File: src/rtl/button_pkg.sv
`default_nettype none
// +------------------------------------------------------------------+
// | button_pkg: shared channel FSM encoding and counter sizing helper |
// | Rev 1.0                                                          |
// +------------------------------------------------------------------+
package button_pkg;

   typedef enum logic [1:0] {
      ST_IDLE       = 2'd0,
      ST_WAIT_DELAY = 2'd1,
      ST_REPEATING  = 2'd2
   } btn_state_e;

   // Sized for the larger terminal count; the counter clears at every terminal count.
   function automatic int cnt_width(input int a, input int b);
      int m;
      m = (a > b) ? a : b;
      return $clog2(m + 1);
   endfunction

endpackage
`default_nettype wire

File: src/rtl/button_event_gen_if.sv
`default_nettype none
// +------------------------------------------------------------------+
// | button_event_gen_if: button levels in, per-channel event pulses out|
// | Rev 1.0                                                          |
// +------------------------------------------------------------------+
interface button_event_gen_if #(
   parameter int width = 1
);
   logic [width-1:0] debounced_signal;
   logic             repeat_en;
   logic [width-1:0] press_pulse;
   logic [width-1:0] release_pulse;
   logic [width-1:0] repeat_pulse;
   logic [width-1:0] held;

   modport master (
      output debounced_signal, repeat_en,
      input  press_pulse, release_pulse, repeat_pulse, held
   );

   modport slave (
      input  debounced_signal, repeat_en,
      output press_pulse, release_pulse, repeat_pulse, held
   );
endinterface
`default_nettype wire

File: src/rtl/button_event_channel.sv
`default_nettype none
// +------------------------------------------------------------------+
// | button_event_channel: one button's press/release/repeat FSM      |
// | Rev 1.0                                                          |
// +------------------------------------------------------------------+
module button_event_channel
   import button_pkg::*;
#(
   parameter int repeat_delay_max  = 25000000,
   parameter int repeat_period_max = 5000000,
   parameter int CNT_W             = cnt_width(repeat_delay_max, repeat_period_max)
) (
   input  logic clk,
   input  logic rst,
   input  logic sig_i,
   input  logic repeat_en_i,
   output logic press_o,
   output logic release_o,
   output logic repeat_o,
   output logic held_o
);

   // The counter holds the number of counted edges already elapsed, so the
   // terminal value is one less than the cycle count.
   localparam logic [CNT_W-1:0] DELAY_TC  = CNT_W'(repeat_delay_max - 1);
   localparam logic [CNT_W-1:0] PERIOD_TC = CNT_W'(repeat_period_max - 1);

   btn_state_e       state_q, state_d;
   logic [CNT_W-1:0] cnt_q, cnt_d;
   logic             press_q, press_d;
   logic             release_q, release_d;
   logic             repeat_q, repeat_d;

   always_ff @(posedge clk or posedge rst) begin
      if (rst) begin
         state_q   <= ST_IDLE;
         cnt_q     <= '0;
         press_q   <= 1'b0;
         release_q <= 1'b0;
         repeat_q  <= 1'b0;
      end else begin
         state_q   <= state_d;
         cnt_q     <= cnt_d;
         press_q   <= press_d;
         release_q <= release_d;
         repeat_q  <= repeat_d;
      end
   end

   always_comb begin
      state_d   = state_q;
      cnt_d     = cnt_q;
      press_d   = 1'b0;
      release_d = 1'b0;
      repeat_d  = 1'b0;
      case (state_q)
         ST_IDLE: begin
            if (sig_i) begin
               state_d = ST_WAIT_DELAY;
               cnt_d   = '0;
               press_d = 1'b1;
            end
         end
         ST_WAIT_DELAY: begin
            if (!sig_i) begin
               state_d   = ST_IDLE;
               cnt_d     = '0;
               release_d = 1'b1;
            end else if (repeat_en_i) begin
               if (cnt_q == DELAY_TC) begin
                  state_d  = ST_REPEATING;
                  cnt_d    = '0;
                  repeat_d = 1'b1;
               end else begin
                  cnt_d = cnt_q + CNT_W'(1);
               end
            end
         end
         ST_REPEATING: begin
            // Release is tested first so it wins over a coinciding repeat.
            if (!sig_i) begin
               state_d   = ST_IDLE;
               cnt_d     = '0;
               release_d = 1'b1;
            end else if (repeat_en_i) begin
               if (cnt_q == PERIOD_TC) begin
                  cnt_d    = '0;
                  repeat_d = 1'b1;
               end else begin
                  cnt_d = cnt_q + CNT_W'(1);
               end
            end
         end
         default: begin
            state_d = ST_IDLE;
            cnt_d   = '0;
         end
      endcase
   end

   assign press_o   = press_q;
   assign release_o = release_q;
   assign repeat_o  = repeat_q;
   assign held_o    = (state_q != ST_IDLE);

endmodule
`default_nettype wire

File: src/rtl/button_event_gen.sv
`default_nettype none
// +------------------------------------------------------------------+
// | button_event_gen: independent press/release/auto-repeat channels |
// | Rev 1.0                                                          |
// +------------------------------------------------------------------+
module button_event_gen
   import button_pkg::*;
#(
   parameter int width             = 1,
   parameter int repeat_delay_max  = 25000000,
   parameter int repeat_period_max = 5000000
) (
   input  logic               clk,
   input  logic               rst,
   button_event_gen_if.slave  bus
);

   localparam int CNT_W = cnt_width(repeat_delay_max, repeat_period_max);

   for (genvar i = 0; i < width; i++) begin : g_chan
      button_event_channel #(
         .repeat_delay_max  (repeat_delay_max),
         .repeat_period_max (repeat_period_max),
         .CNT_W             (CNT_W)
      ) u_chan (
         .clk         (clk),
         .rst         (rst),
         .sig_i       (bus.debounced_signal[i]),
         .repeat_en_i (bus.repeat_en),
         .press_o     (bus.press_pulse[i]),
         .release_o   (bus.release_pulse[i]),
         .repeat_o    (bus.repeat_pulse[i]),
         .held_o      (bus.held[i])
      );
   end

endmodule
`default_nettype wire
File: src/flat_wrapper.sv
// flat-port wrapper written by rule: the top's interface ports become plain ports
module button_event_gen_flat import button_pkg::*;
#(
   parameter int width             = 1,
   parameter int repeat_delay_max  = 25000000,
   parameter int repeat_period_max = 5000000
)
  (clk, rst, bus_debounced_signal, bus_repeat_en, bus_press_pulse, bus_release_pulse, bus_repeat_pulse, bus_held);
  button_event_gen_if #(.width(width)) bus_i ();
  input  logic clk;
  input  logic rst;
  input wire logic [$bits(bus_i.debounced_signal)-1:0] bus_debounced_signal;
  input wire logic [$bits(bus_i.repeat_en)-1:0] bus_repeat_en;
  output wire logic [$bits(bus_i.press_pulse)-1:0] bus_press_pulse;
  output wire logic [$bits(bus_i.release_pulse)-1:0] bus_release_pulse;
  output wire logic [$bits(bus_i.repeat_pulse)-1:0] bus_repeat_pulse;
  output wire logic [$bits(bus_i.held)-1:0] bus_held;
  assign bus_i.debounced_signal = bus_debounced_signal;
  assign bus_i.repeat_en = bus_repeat_en;
  assign bus_press_pulse = bus_i.press_pulse;
  assign bus_release_pulse = bus_i.release_pulse;
  assign bus_repeat_pulse = bus_i.repeat_pulse;
  assign bus_held = bus_i.held;
  button_event_gen #(.width(width), .repeat_delay_max(repeat_delay_max), .repeat_period_max(repeat_period_max)) u_core (.clk(clk), .rst(rst), .bus(bus_i));
endmodule
File: config.mk
export PLATFORM = sky130hd
export DESIGN_NAME = button_event_gen_flat
export DESIGN_NICKNAME = d
export VERILOG_FILES = /design/src/rtl/button_pkg.sv /design/src/rtl/button_event_gen_if.sv /design/src/rtl/button_event_channel.sv /design/src/rtl/button_event_gen.sv /design/src/flat_wrapper.sv
export SDC_FILE = /design/constraint.sdc
export NUM_CORES = 1
export LEC_CHECK = 0
export ABC_AREA = 1
export BUFFER_PORTS_ARGS = -buffer_cell sky130_fd_sc_hd__buf_4
export CAP_MARGIN = 20
export CORE_ASPECT_RATIO = 0.7
export CORE_MARGIN = 1.5
export CORE_UTILIZATION = 30
export DETAILED_ROUTE_END_ITERATION = 7
export GPL_ROUTABILITY_DRIVEN = 0
export PLACE_DENSITY = 0.49
export SLEW_MARGIN = 20
export SYNTH_ARGS = -nofsm -noshare
export SYNTH_HDL_FRONTEND = slang
export SYNTH_SLANG_ARGS = --single-unit
File: constraint.sdc
create_clock -name clk -period 2.45 [get_ports clk]
set_clock_uncertainty 0.1 [all_clocks]
set_input_delay 0.1225 -clock clk [delete_from_list [all_inputs] [get_ports clk]]
set_output_delay 0.1225 -clock clk [all_outputs]
set_load 0.01 [all_outputs]
==> results.md, run 1 <==
* Final ANT Viol Nets at 0
* Area leader, netlist: dfrtp_1
* H-tree lvl count at 2
* Peak Freq at 495 MHz
* Most frequent cells in the layout: nand2_1, nor2_1, inv_1
* Hold wc startpoint: bus_repeat_en
* Row Count at 24
* Layout Nets at around 300
* Initial Util at 0.318
* Post-CTS Setup Repair Bufs at 0
* # resized after CTS at 0
* Clock Tree Root: clkbuf_8
* Worst-path clk slew at 70 ps
* Post-Syn Area per Cell at 7.18 um^2
* Status: complete, no violations
* Die Wd at 101 um
* Cts bufs inserted at 5
* Via count at approximately 1800
* Final instance area at ~2300 um^2
* FF-to-FF Start: u_core.g_chan[0].u_chan.state_q[0]
* Post-layout util at 0.359
* RR Endpoint: u_core.g_chan[0].u_chan.cnt_q[2]
* Pre-Repair DR Iteration Count at 4
* P_leak at 1.00 nW
* Die height at between 70 and 80 um
* Setup TNS at 0 ps
* Initial detailed-routing violation count at 172
* Fill count at roughly 700
* Min cycle time layout at between 2000 and 2500 ps
* Mapped Cells at ~280
* Synthesized cell area at 2030 um^2
* Post-DP HPWL at between 3 and 4 mm
* Die area at between 7000 and 8000 um^2
* Worst setup EP type: register
* First-pass GRT wire length at 8.59 mm
* Startpoint Class: register
* Pin slew with the least headroom to its limit at about 590 ps
* Synth top area cells: dfrtp_1, nand2_1, inv_1, nor2_1, nand3_1
* Total grt overflow at 0
* Critical Path AT at roughly 2200 ps
* Placed inst area at 2180 um^2
* Clock Latency Late Sink at 280 ps
* CTS sink count at 30
* Routed WL per cell at around 13 um
* Storage element area at between 700 and 800 um^2
* YS warnings at 0
* Layout cells sized above 1 at 0.140
* Longest Clk Path Bufs at 2
* Port Buf Inserts at 7
* Number of global-route vias before repair at approximately 1700
* Total Routed Length at 5.03 mm
* Pwr Density at about 650 nW/um^2
* Max-cap violations at 0
* Slack of the worst reg-to-reg path at between 400 and 500 ps
* Setup CP Type: register to register
* R2R depth at 9
* RSZ-0062 raised after global routing: false
* Area Overhead vs Synth at 12.9%
* Share of the synthesized area in the top cell type at 0.369
* Syn Nets at between 200 and 300
* Placed insts at 380
* HP Class: primary input to register
* Final Hold Viols at 0
* Vias/cell at between 4 and 5
* DRC at 0
* Final Setup Violations at 0
* Cell variety after synth at 28
* CTS tree: done
* IO Pins at 8
* N_diodes at 0
* Final cell count without fillers at between 300 and 400
* CP Data Required Time at approximately 2600 ps
* Slew HR at 0.604
* Area occupied by multi-input gates at between 1000 and 1500 um^2
* Initial antenna violation count at 0
* Largest net degree at the start of global routing at 22
* Crit path max fanout at 13
* Commonest non-fill, non-tap cell in the layout: nand2_1
* Seq cells post-synth at 30
* Tcrit/Tclk final at 0.825
* WHS Path Cells at 5
* Hold EP: u_core.g_chan[0].u_chan.repeat_o
* Core Area at 6400 um^2
* Worst-case vdd ir drop at 266 uV
* Max-slew violation count at 0
* Gr usage total at 0.155
* Register area share after synthesis at 0.369
worst max-delay path, stage by stage, from the launching register on:
cell      delay [ps]
dfrtp_1          380
inv_1             70
ha_1             250
nand3_1          110
o211ai_2          90
buf_4            210
nor2_1           420
o21a_1           190
nand3_1           70
nand2_1           60
flip-flops by register name, summed over array words and instances (netlist names):
register,count
u_core.g_chan.u_chan.cnt_q,25
u_core.g_chan.u_chan.state_q,2
u_core.g_chan.u_chan.press_o,1
u_core.g_chan.u_chan.release_o,1
u_core.g_chan.u_chan.repeat_o,1
power by group:
group          internal (mW)  total [mW]  switching [mW]
combinational          0.135       0.495           0.360
clock                  0.226       0.433           0.207
sequential             0.532       0.556          0.0233
total                  0.893        1.48           0.591
logic make-up after synthesis:
| kind of cell | synth area share |
|---|---|
| AND/OR/NAND/NOR | 0.353 |
| XOR/XNOR | 0.0603 |
| flip-flops | 0.369 |
| adder cells (fa/ha/maj) | 0.0246 |
| buffers and inverters | 0.0923 |
| AO/OA/AOI/OAI | 0.100 |
timing repair:
action,in CTS,in global routing
endpoints found under the setup margin,0,0
endpoints found under the hold margin,16,0
hold buffers,2,0
through the flow:
| stage | hold WS (ps) | setup slack, ps | power [mW] |
|---|---|---|---|
| 2_1_floorplan | 88.9 | 794 | 0.927 |
| 3_3_place_gp | 130 | 427 | 1.06 |
| 3_5_place_dp | 137 | 424 | 1.06 |
| 4_1_cts | 103 | 409 | 1.49 |
| 5_1_grt | 121 | 245 | 1.58 |
| 6_report | 115 | 428 | 1.48 |
synthesized netlist by cell type:
library cell	number
a21oi_1	8
a21oi_2	10
buf_12	1
buf_2	2
buf_6	1
dfrtp_1	30
ha_1	4
inv_1	37
inv_2	2
nand2_1	80
nand2_2	2
nand2_4	3
nand3_1	22
nand3b_1	1
nand4_1	5
nor2_1	37
nor2_2	3
nor2_4	2
nor3_1	6
nor3b_2	1
o2111ai_1	1
o211ai_2	1
o21a_1	1
o21ai_0	6
o21ai_1	2
o21bai_1	1
xnor2_1	2
xor2_1	12
final cells by class:
class,instances,share of cell area
inverter,39,0.0638
sequential,30,0.327
clock inverter,2,0.00545
timing repair buffer,12,0.0414
tap,91,0.0496
multi-input combinational,210,0.477
clock buffer,6,0.0360
routing by layer:
layer / wire [um] / up-vias / global-route usage
met2: 1850 / 56 / 0.192
li1: - / 923 / -
met1: 2790 / 834 / 0.260
met4: 15 / 0 / 0.0324
met3: 376 / 2 / 0.0351
met5: 0 / - / 0
worst max-delay path by stage:
stage                                            start                                end  slack (ps)
detailed placement  u_core.g_chan[0].u_chan.state_q[0]   u_core.g_chan[0].u_chan.cnt_q[2]         420
global placement    u_core.g_chan[0].u_chan.state_q[1]   u_core.g_chan[0].u_chan.cnt_q[2]         430
CTS                 u_core.g_chan[0].u_chan.state_q[0]   u_core.g_chan[0].u_chan.cnt_q[2]         410
floorplan             u_core.g_chan[0].u_chan.cnt_q[1]  u_core.g_chan[0].u_chan.cnt_q[10]         790
finish              u_core.g_chan[0].u_chan.state_q[0]   u_core.g_chan[0].u_chan.cnt_q[2]         430
global route        u_core.g_chan[0].u_chan.state_q[0]   u_core.g_chan[0].u_chan.cnt_q[2]         250
No activity file was read; power rests on OpenSTA's default activity.
==> inputs of run 2 (changes only) <==
Settings changed: PLACE_DENSITY 0.49 to 0.5.
Clock period 2.45 ns to 1.83 ns, I/O delays scaled along.
==> results.md, run 2 (same netlist as run 1, synthesis figures left out) <==
* Met1 usage at 0.265
* FF-to-FF Start: u_core.g_chan[0].u_chan.cnt_q[0]
* Layout Nets at between 300 and 400
* Hold wc startpoint: bus_repeat_en
* Met3 usage at 0.0351
* Commonest non-fill, non-tap cell in the layout: nand2_1
* Peak Freq at 570 MHz
* IO Pins at 8
* Largest regs: u_core.g_chan.u_chan.cnt_q: 25 flops, u_core.g_chan.u_chan.state_q: 2 flops
* Met2 usage at 0.213
* Routed WL per cell at approximately 13 um
* Post-DP HPWL at a little under 4 mm
* N_diodes at 0
* Clock Tree Root: clkbuf_8
* Worst-case vdd ir drop at 371 uV
* Tot Pwr at between 2 and 2.5 mW
* Final cell count without fillers at a little over 400
* Tcrit/Tclk final at 0.959
* Setup Slack @ Placement at -11.1 ps
* Crit path max fanout at 4
* Initial Util at 0.318
* Post-route setup slack at between 70 and 80 ps
* Pin slew with the least headroom to its limit at about 400 ps
* Slew HR at 0.734
* Most used routing layer: met1
* Vias/cell at between 4 and 5
* Hold Worst Slack at between 90 and 100 ps
* Final Setup Violations at 0
* H-tree lvl count at 2
* CP max stage cell: dfrtp_1
* Post-layout util at 0.409
* R2R depth at 11
* Top reg by flops: u_core.g_chan.u_chan.cnt_q
* Final ANT Viol Nets at 0
* Die Wd at a little over 100 um
* Die height at between 70 and 80 um
* RSZ-0062 raised after global routing: true
* Die area at approximately 7300 um^2
* Via count at ~1900
* Clock Latency Late Sink at 290 ps
* Final Hold Viols at 0
* Buf/Inv on CP at 1
* Crit path max-delay family: simple AND/OR/NAND/NOR gates
* Layout cells sized above 1 at 0.266
* Total Routed Length at 5.38 mm
* P_leak at between 1 and 1.5 nW
* CTS sink count at 30
* Core Area at 6400 um^2
* Setup CP Type: register to register
* Max-slew violation count at 0
* Pwr Density at between 900 and 1000 nW/um^2
* Largest net degree at the start of global routing at 31
* Port Buf Inserts at 7
* Area Overhead vs Synth at 28.6%
* Cell mode on critical path: nand2_1
* HP Class: primary input to register
* Pre-Repair DR Iteration Count at 4
* Status: complete, no violations
* Critical Path AT at roughly 1900 ps
* Row Count at 24
* DRC at 0
* CP peak stage delay at 370 ps
* CP cell instances: ha_2 -> nand2_2 -> nor2_4 -> nand2_4 -> buf_4 -> nor2_2 -> nand3_1 -> nand2_1 -> nand2_1 -> nand3b_1 -> nand2_1
* Worst-path clk slew at 70 ps
* Final instance area at 2610 um^2
* Setup TNS at 0 ps
* RR Endpoint: u_core.g_chan[0].u_chan.cnt_q[22]
* Most frequent cells in the layout: nand2_1, inv_1, buf_4
* Hold EP: u_core.g_chan[0].u_chan.repeat_o
* CTS tree: done
* Total grt overflow at 0
* Gr usage total at 0.161
* Slack of the worst reg-to-reg path at between 70 and 80 ps
* Fill count at 676
* WHS Path Cells at 5
* Worst setup EP type: register
* Longest Clk Path Bufs at 2
* Min cycle time layout at roughly 1800 ps
* Initial antenna violation count at 0
* CP Data Required Time at 1950 ps
* Placed inst area at ~2300 um^2
* Initial detailed-routing violation count at approximately 110
* Placed insts at 400
* Cts bufs inserted at 5
* First-pass GRT wire length at between 8 and 9 mm
* Startpoint Class: register
* Max-cap violations at 0
* Number of global-route vias before repair at 1768
* Max FFs per register at 25
==> run 2: area by class of cell <==
cell class                 instances  area (um^2)  share of cell area
multi-input combinational        210         1200               0.460
timing repair buffer              36          287               0.110
tap                               91          114              0.0436
clock buffer                       8          110              0.0421
sequential                        30          752               0.288
inverter                          39          149              0.0570
==> run 2: worst reg2reg max path, delay by kind of cell, from the launching register on <==
family / cells / cell delay, ps
fa+ha+maj: 1 / 200
buf+inv: 1 / 160
flops: 1 / 370
simple gates: 9 / 850
==> run 2: repair_timing <==
item,4_1_cts,5_1_grt
pin swaps,0,10
resized for setup,3,32
setup buffers,0,4
endpoints found under the hold margin,32,0
hold buffers,2,0
endpoints found under the setup margin,8,27
cloned,0,0
==> run 2: report_power, final <==
part | internal [mW] | switching [mW] | leakage [nW]
Clock | 0.380 | 0.266 | 0.0575
Combinational | 0.395 | 0.600 | 0.667
Sequential | 0.713 | 0.0303 | 0.413
==> run 2: worst max path at each step <==
stage / depth (start not counted) / endpoint / start / slack, ps
2_1_floorplan: 11 / u_core.g_chan[0].u_chan.cnt_q[10] / u_core.g_chan[0].u_chan.cnt_q[1] / 170
3_3_place_gp: 10 / u_core.g_chan[0].u_chan.cnt_q[19] / u_core.g_chan[0].u_chan.cnt_q[0] / 20
3_5_place_dp: 9 / u_core.g_chan[0].u_chan.cnt_q[10] / u_core.g_chan[0].u_chan.state_q[0] / -10
4_1_cts: 11 / u_core.g_chan[0].u_chan.cnt_q[22] / u_core.g_chan[0].u_chan.cnt_q[0] / 20
5_1_grt: 11 / u_core.g_chan[0].u_chan.cnt_q[22] / u_core.g_chan[0].u_chan.cnt_q[0] / -50
6_report: 11 / u_core.g_chan[0].u_chan.cnt_q[22] / u_core.g_chan[0].u_chan.cnt_q[0] / 70
==> run 2: metal layers <==
| metal | share of wire | vias up | wire length (um) |
|---|---|---|---|
| met1 | 0.55 | 882 | 2970 |
| li1 | - | 967 | - |
| met5 | 0 | - | 0 |
| met2 | 0.40 | 32 | 2160 |
| met3 | 0.044 | 2 | 236 |
| met4 | 0.0026 | 0 | 14 |
